`config.mk`:
```
export PLATFORM = sky130hd
export DESIGN_NAME = audio_i2s_transmitter
export DESIGN_NICKNAME = d
export VERILOG_FILES = /design/src/rtl/audio_i2s_transmitter.sv
export SDC_FILE = /design/constraint.sdc
export NUM_CORES = 1
export LEC_CHECK = 0
export ABC_AREA = 1
export CELL_PAD_IN_SITES_DETAIL_PLACEMENT = 1
export CELL_PAD_IN_SITES_GLOBAL_PLACEMENT = 1
export CORE_UTILIZATION = 36
export DETAILED_ROUTE_END_ITERATION = 8
export PLACE_DENSITY = 0.7
export SYNTH_ARGS = -nofsm -noshare
export SYNTH_HDL_FRONTEND = slang
export SYNTH_SLANG_ARGS = --single-unit
```
`constraint.sdc`:
```
create_clock -name clk -period 4.88 [get_ports clk]
set_input_delay 0.488 -clock clk [delete_from_list [all_inputs] [get_ports clk]]
set_output_delay 0.488 -clock clk [all_outputs]
set_load 0.02 [all_outputs]
```
`src/rtl/audio_i2s_transmitter.sv`:
```
// I2S master transmitter: pops mono samples from the audio FIFO
// and plays each one on both channels, flagging FIFO underflow.
//
// Ports:
//   clk, reset        system clock, async active-high reset
//   en                playback enable, sampled at frame boundaries
//   fifo_empty        FIFO empty flag
//   fifo_rd_data      FIFO data, valid the clk after fifo_rd_en
//   fifo_rd_en        one-clk registered pop strobe
//   aud_bclk          I2S bit clock (master)
//   aud_daclrck       LR clock, 0 = left, 1 = right
//   aud_dacdat        serial data, MSB first
//   underflow         one-clk pulse when a frame loads without a sample
//   underflow_count   saturating underflow event count
module audio_i2s_transmitter #(
  parameter int DATA_WIDTH = 16,
  parameter int BCLK_DIV   = 16
) (
  input  logic                  clk,
  input  logic                  reset,
  input  logic                  en,
  input  logic                  fifo_empty,
  input  logic [DATA_WIDTH-1:0] fifo_rd_data,
  output logic                  fifo_rd_en,
  output logic                  aud_bclk,
  output logic                  aud_daclrck,
  output logic                  aud_dacdat,
  output logic                  underflow,
  output logic [15:0]           underflow_count
);

  localparam int W  = DATA_WIDTH;
  localparam int SW = 2 * W;
  localparam int DW = (BCLK_DIV > 1) ? $clog2(BCLK_DIV) : 1;
  localparam int BW = $clog2(SW);

  typedef enum logic [1:0] {
    F_EMPTY,
    F_REQ,
    F_WAIT,
    F_FULL
  } fstate_t;

  typedef enum logic [1:0] {
    STOP,
    RUN,
    DRAIN
  } frstate_t;

  fstate_t         fs_q;
  frstate_t        fr_q;
  logic            rd_en_q;
  logic [W-1:0]    hold_q;
  logic [SW-1:0]   shift_q;
  logic [DW-1:0]   div_cnt_q;
  logic [BW-1:0]   bit_cnt_q;
  logic [BW-1:0]   bit_cnt_d;
  logic            bclk_q;
  logic            lrck_q;
  logic            dat_q;
  logic            uf_q;
  logic [15:0]     ucnt_q;
  logic [15:0]     ucnt_d;

  logic full;
  logic tick;
  logic fall;
  logic wrap;
  logic load;
  logic uf_set;

  assign full = (fs_q == F_FULL);
  assign tick = (div_cnt_q == DW'(BCLK_DIV - 1));
  assign fall = (fr_q != STOP) && tick && bclk_q;
  assign wrap = fall && (fr_q == RUN) &&
                (bit_cnt_q == BW'(SW - 1));

  // A load takes the hold register either when playback starts
  // from STOP or at a frame wrap while playback stays enabled.
  assign load = full && en &&
                ((fr_q == STOP) || wrap);

  // Frame wrap with playback on but nothing held: play silence.
  assign uf_set = wrap && en && !full;

  assign bit_cnt_d = bit_cnt_q + 1'b1;
  assign ucnt_d = (ucnt_q == 16'hFFFF) ? ucnt_q
                                       : ucnt_q + 16'd1;

  // Fetch FSM: keeps a single prefetched sample in hold_q.
  always_ff @(posedge clk or posedge reset) begin
    if (reset) begin
      fs_q    <= F_EMPTY;
      rd_en_q <= 1'b0;
      hold_q  <= '0;
    end else begin
      rd_en_q <= 1'b0;
      unique case (fs_q)
        F_EMPTY: begin
          if (!fifo_empty) begin
            fs_q    <= F_REQ;
            rd_en_q <= 1'b1;
          end
        end
        F_REQ: begin
          fs_q <= F_WAIT;
        end
        F_WAIT: begin
          fs_q   <= F_FULL;
          hold_q <= fifo_rd_data;
        end
        F_FULL: begin
          if (load) fs_q <= F_EMPTY;
        end
      endcase
    end
  end

  // Frame FSM: bit clock divider, LR clock and data shifter.
  always_ff @(posedge clk or posedge reset) begin
    if (reset) begin
      fr_q      <= STOP;
      div_cnt_q <= '0;
      bit_cnt_q <= '0;
      shift_q   <= '0;
      bclk_q    <= 1'b0;
      lrck_q    <= 1'b0;
      dat_q     <= 1'b0;
      uf_q      <= 1'b0;
    end else begin
      uf_q <= uf_set;
      unique case (fr_q)
        STOP: begin
          div_cnt_q <= '0;
          bit_cnt_q <= '0;
          bclk_q    <= 1'b0;
          lrck_q    <= 1'b0;
          dat_q     <= 1'b0;
          if (load) begin
            shift_q <= {hold_q, hold_q};
            fr_q    <= RUN;
          end
        end
        RUN, DRAIN: begin
          div_cnt_q <= tick ? '0 : div_cnt_q + 1'b1;
          if (tick) bclk_q <= ~bclk_q;
          if (fall) begin
            if (fr_q == DRAIN) begin
              fr_q      <= STOP;
              bit_cnt_q <= '0;
              lrck_q    <= 1'b0;
              dat_q     <= 1'b0;
            end else if (!wrap) begin
              bit_cnt_q <= bit_cnt_d;
              dat_q     <= shift_q[SW-1];
              shift_q   <= shift_q << 1;
              lrck_q    <= (bit_cnt_d >= BW'(W));
            end else begin
              // Right LSB goes out together with the LRCK edge.
              bit_cnt_q <= '0;
              lrck_q    <= 1'b0;
              dat_q     <= shift_q[SW-1];
              if (!en) begin
                shift_q <= '0;
                fr_q    <= DRAIN;
              end else if (full) begin
                shift_q <= {hold_q, hold_q};
              end else begin
                shift_q <= '0;
              end
            end
          end
        end
        default: begin
          fr_q <= STOP;
        end
      endcase
    end
  end

  always_ff @(posedge clk or posedge reset) begin
    if (reset) begin
      ucnt_q <= '0;
    end else if (uf_set) begin
      ucnt_q <= ucnt_d;
    end
  end

  assign fifo_rd_en      = rd_en_q;
  assign aud_bclk        = bclk_q;
  assign aud_daclrck     = lrck_q;
  assign aud_dacdat      = dat_q;
  assign underflow       = uf_q;
  assign underflow_count = ucnt_q;

endmodule

```
==> flow_summary.yaml <==
power:
  powerDensity_nw_per_um2: 584
  p_total_mw: 3.25
  p_leak_nw: 3.02
  vdd_drop_max_v: 0.000305
logic_synthesis:
  syn_area_per_cell_um2: 7.05
  synthTopCellsByArea: "dfrtp_1 (43%), nand2_1 (19%), inv_1 (8.6%), nor2_1 (4.4%), a21oi_1 (3.6%)"
  ys_seq_area_share_pct: 43.0
  ys_async_sr_fraction_pct: 100
  syn_area_um2: 4720
  synth_top_area_share_pct: 43.0
  synth.most_common_cell: "nand2_1"
  yosys_warnings: 0
  ys_types: 34
  synth-edff-count: 0
  synth_cells: 669
  synth_nets: 701
  ys.flop_type: "dfrtp_1"
  ys_seq_elements: 81
  synth_top_area_cell: "dfrtp_1"
  netlist_top_cells_count: "nand2_1 (239), inv_1 (108), dfrtp_1 (81)"
worst_setup_path:
  crit_required_ns: 5.10
  cp.arrival_ns: 3.44
  crit_family: "simple AND/OR/NAND/NOR gates"
  path_max_fanout: 48
  reg2reg_from: "fr_q[1]"
  crit_slowest_cell: "ha_1"
  cpMostUsedCell: "inv_2"
  r2r_setup_slack_ns: 1.66
  r2r-end: "shift_q[4]"
  criticalPathCategory: "reg2reg"
  max_stage_delay_ns: 0.84
  reg2reg_depth: 9
  worst-path-buf-inv: 3
  crit_path_end_kind: "register"
  crit_path_cell_trace: "inv_1, ha_1, inv_2, nor2_4, inv_2, nand2_2, nand3_2, nor2_1, a21oi_1"
  startpoint_type: "register"
final_layout:
  final_cell_count_no_fill: 876
  finalInstanceArea_um2: 5560
  n_fill_cell: 1669
  diodes: 0
  layout-drive-gt1-share_pct: 5.68
  ff_latch_area_um2: 2030
  postLayoutCoreUtil_pct: 43.7
  layout.nets: 732
  multi_input_area_um2: 2140
  areaGrowthSynthToFinish_pct: 17.9
global_routing:
  grt_pass1_vias: 4435
  grt_use_total_pct: 20.3
  grt-ovfl-total: 0
  grt_max_degree: 49
  antenna_found_initial: 0
  grt_pass1_wl_um: 21100
die:
  die_y_um: 116
  fp-row-count: 41
  die_w_um: 116
  ios: 41
  core_um2: 12700
  dieArea_um2: 13600
  start_util_pct: 37.1
placed_design:
  placed_area_um2: 5230
  gp_congestion: 0.768
  dp_cells: 861
  dp_hpwl_um: 8470
  pre_cts_ws_ns: 1.65
  port-buffer-count: 40
timing:
  rsz0062_at_grt: "false"
  fmaxAchievable_mhz: 310
  slew_headroom_pct: 35.2
  hold_ws_ns: 0.484
  finalSetupViolations: 0
  tightest_slew_ns: 0.971
  finalHoldViolCount: 0
  finalCritPeriodShare_pct: 66.1
  drv_slew: 0
  min_period_ns: 3.22
  layout_setup_ws_ns: 1.66
  fin_skew_ns: 0.00498
  finalSetupTns_ns: 0
drt:
  antenna_left: 0
  drc: 0
  wl_per_cell_um: 14.0
  vias_per_cell: 4.85
  dr_total_vias: 4252
  drt-initial-drc-count: 170
  dr.pass1.iters: 4
  finalWirelength_um: 12300
job:
  drv_cap: 0
cts:
  postCtsHoldBufs: 0
  cts_root_buf: "clkbuf_16"
  clk_path_buf_depth: 2
  tritoncts: "yes"
  clock_latency_ns: 0.34
  clk_pin_slew_worst_paths_ns: 0.06
  cts_resized: 0
  cts_buffers: 9
  htreeDepth: 3
  post-cts-setup-buffers: 0
  cts.sink_count: 81
status:
  status: "finished clean"
worst_hold_path:
  holdCritPathClass: "reg2reg"
  whs_path_depth: 2
  hp-start: "shift_q[0]"
  min_to: "shift_q[0]"
-- report_power, final --
group	switching [mW]	internal (mW)
logic	0.937	0.481
clock network	0.272	0.488
registers	0.146	0.923
total	1.35	1.89
-- routing by layer --
| metal | share of wire, % | track usage, % | routed length (um) | vias to the layer above |
|---|---|---|---|---|
| li1 | - | - | - | 2116 |
| met1 | 46 | 25.5 | 5650 | 2069 |
| met3 | 2.6 | 3.11 | 323 | 20 |
| met5 | 0 | 0 | 0 | - |
| met2 | 50 | 34.9 | 6110 | 47 |
| met4 | 1.8 | 7.86 | 221 | 0 |
-- final cells by class --
class,count,area share (%)
timing repair buffer,43,7.61
multi-input combinational,452,38.5
clock inverter,2,1.08
clock buffer,13,4.86
sequential,81,36.5
tap,172,3.87
inverter,113,7.65
-- worst register-to-register path: stages, from the launching register on --
cell,delay (ns)
dfrtp_1,0.40
inv_1,0.08
ha_1,0.85
inv_2,0.16
nor2_4,0.18
inv_2,0.06
nand2_2,0.08
nand3_2,0.74
nor2_1,0.46
a21oi_1,0.11
-- registers in the layout, summed over array words and instances (netlist names), 2 cells and up --
| signal | cells |
|---|---|
| shift_q | 32 |
| hold_q | 16 |
| underflow_count | 16 |
| bit_cnt_q | 5 |
| div_cnt_q | 4 |
| fr_q | 2 |
| fs_q | 2 |
-- worst max-delay path by stage --
stage	end	from	cells after the start
after global routing	underflow_count[4]	bit_cnt_q[0]	11
after global placement	underflow_count[12]	bit_cnt_q[0]	11
after CTS	underflow_count[3]	bit_cnt_q[0]	11
after floorplan	aud_bclk	reset	1
final	shift_q[4]	fr_q[1]	9
after detailed placement	underflow_count[3]	bit_cnt_q[0]	11
-- layout by cell type, fill, tap and decap left out, drive strengths merged, types with 3 or more instances in the layout --
cell type      count
nor2              62
a21oi             34
nand3             37
clkbuf            13
dfrtp             81
o21ai             23
nand2            242
nor3               4
buf                3
nand4             26
ha                12
xor2               3
clkinv             3
xnor2              3
clkdlybuf4s50     40
inv              110
-- kinds of logic (layout without fill, tap and decap cells) --
logic type	after synthesis	count (layout)	synth area share (%)
compound gates	59	59	6.42
xor+xnor	6	6	1.11
fa+ha+maj	12	12	3.18
buf+inv	136	171	11.7
flops	81	81	43.0
mux	1	1	0.239
simple gates	374	374	34.4
(Power assumes the default switching activity.)
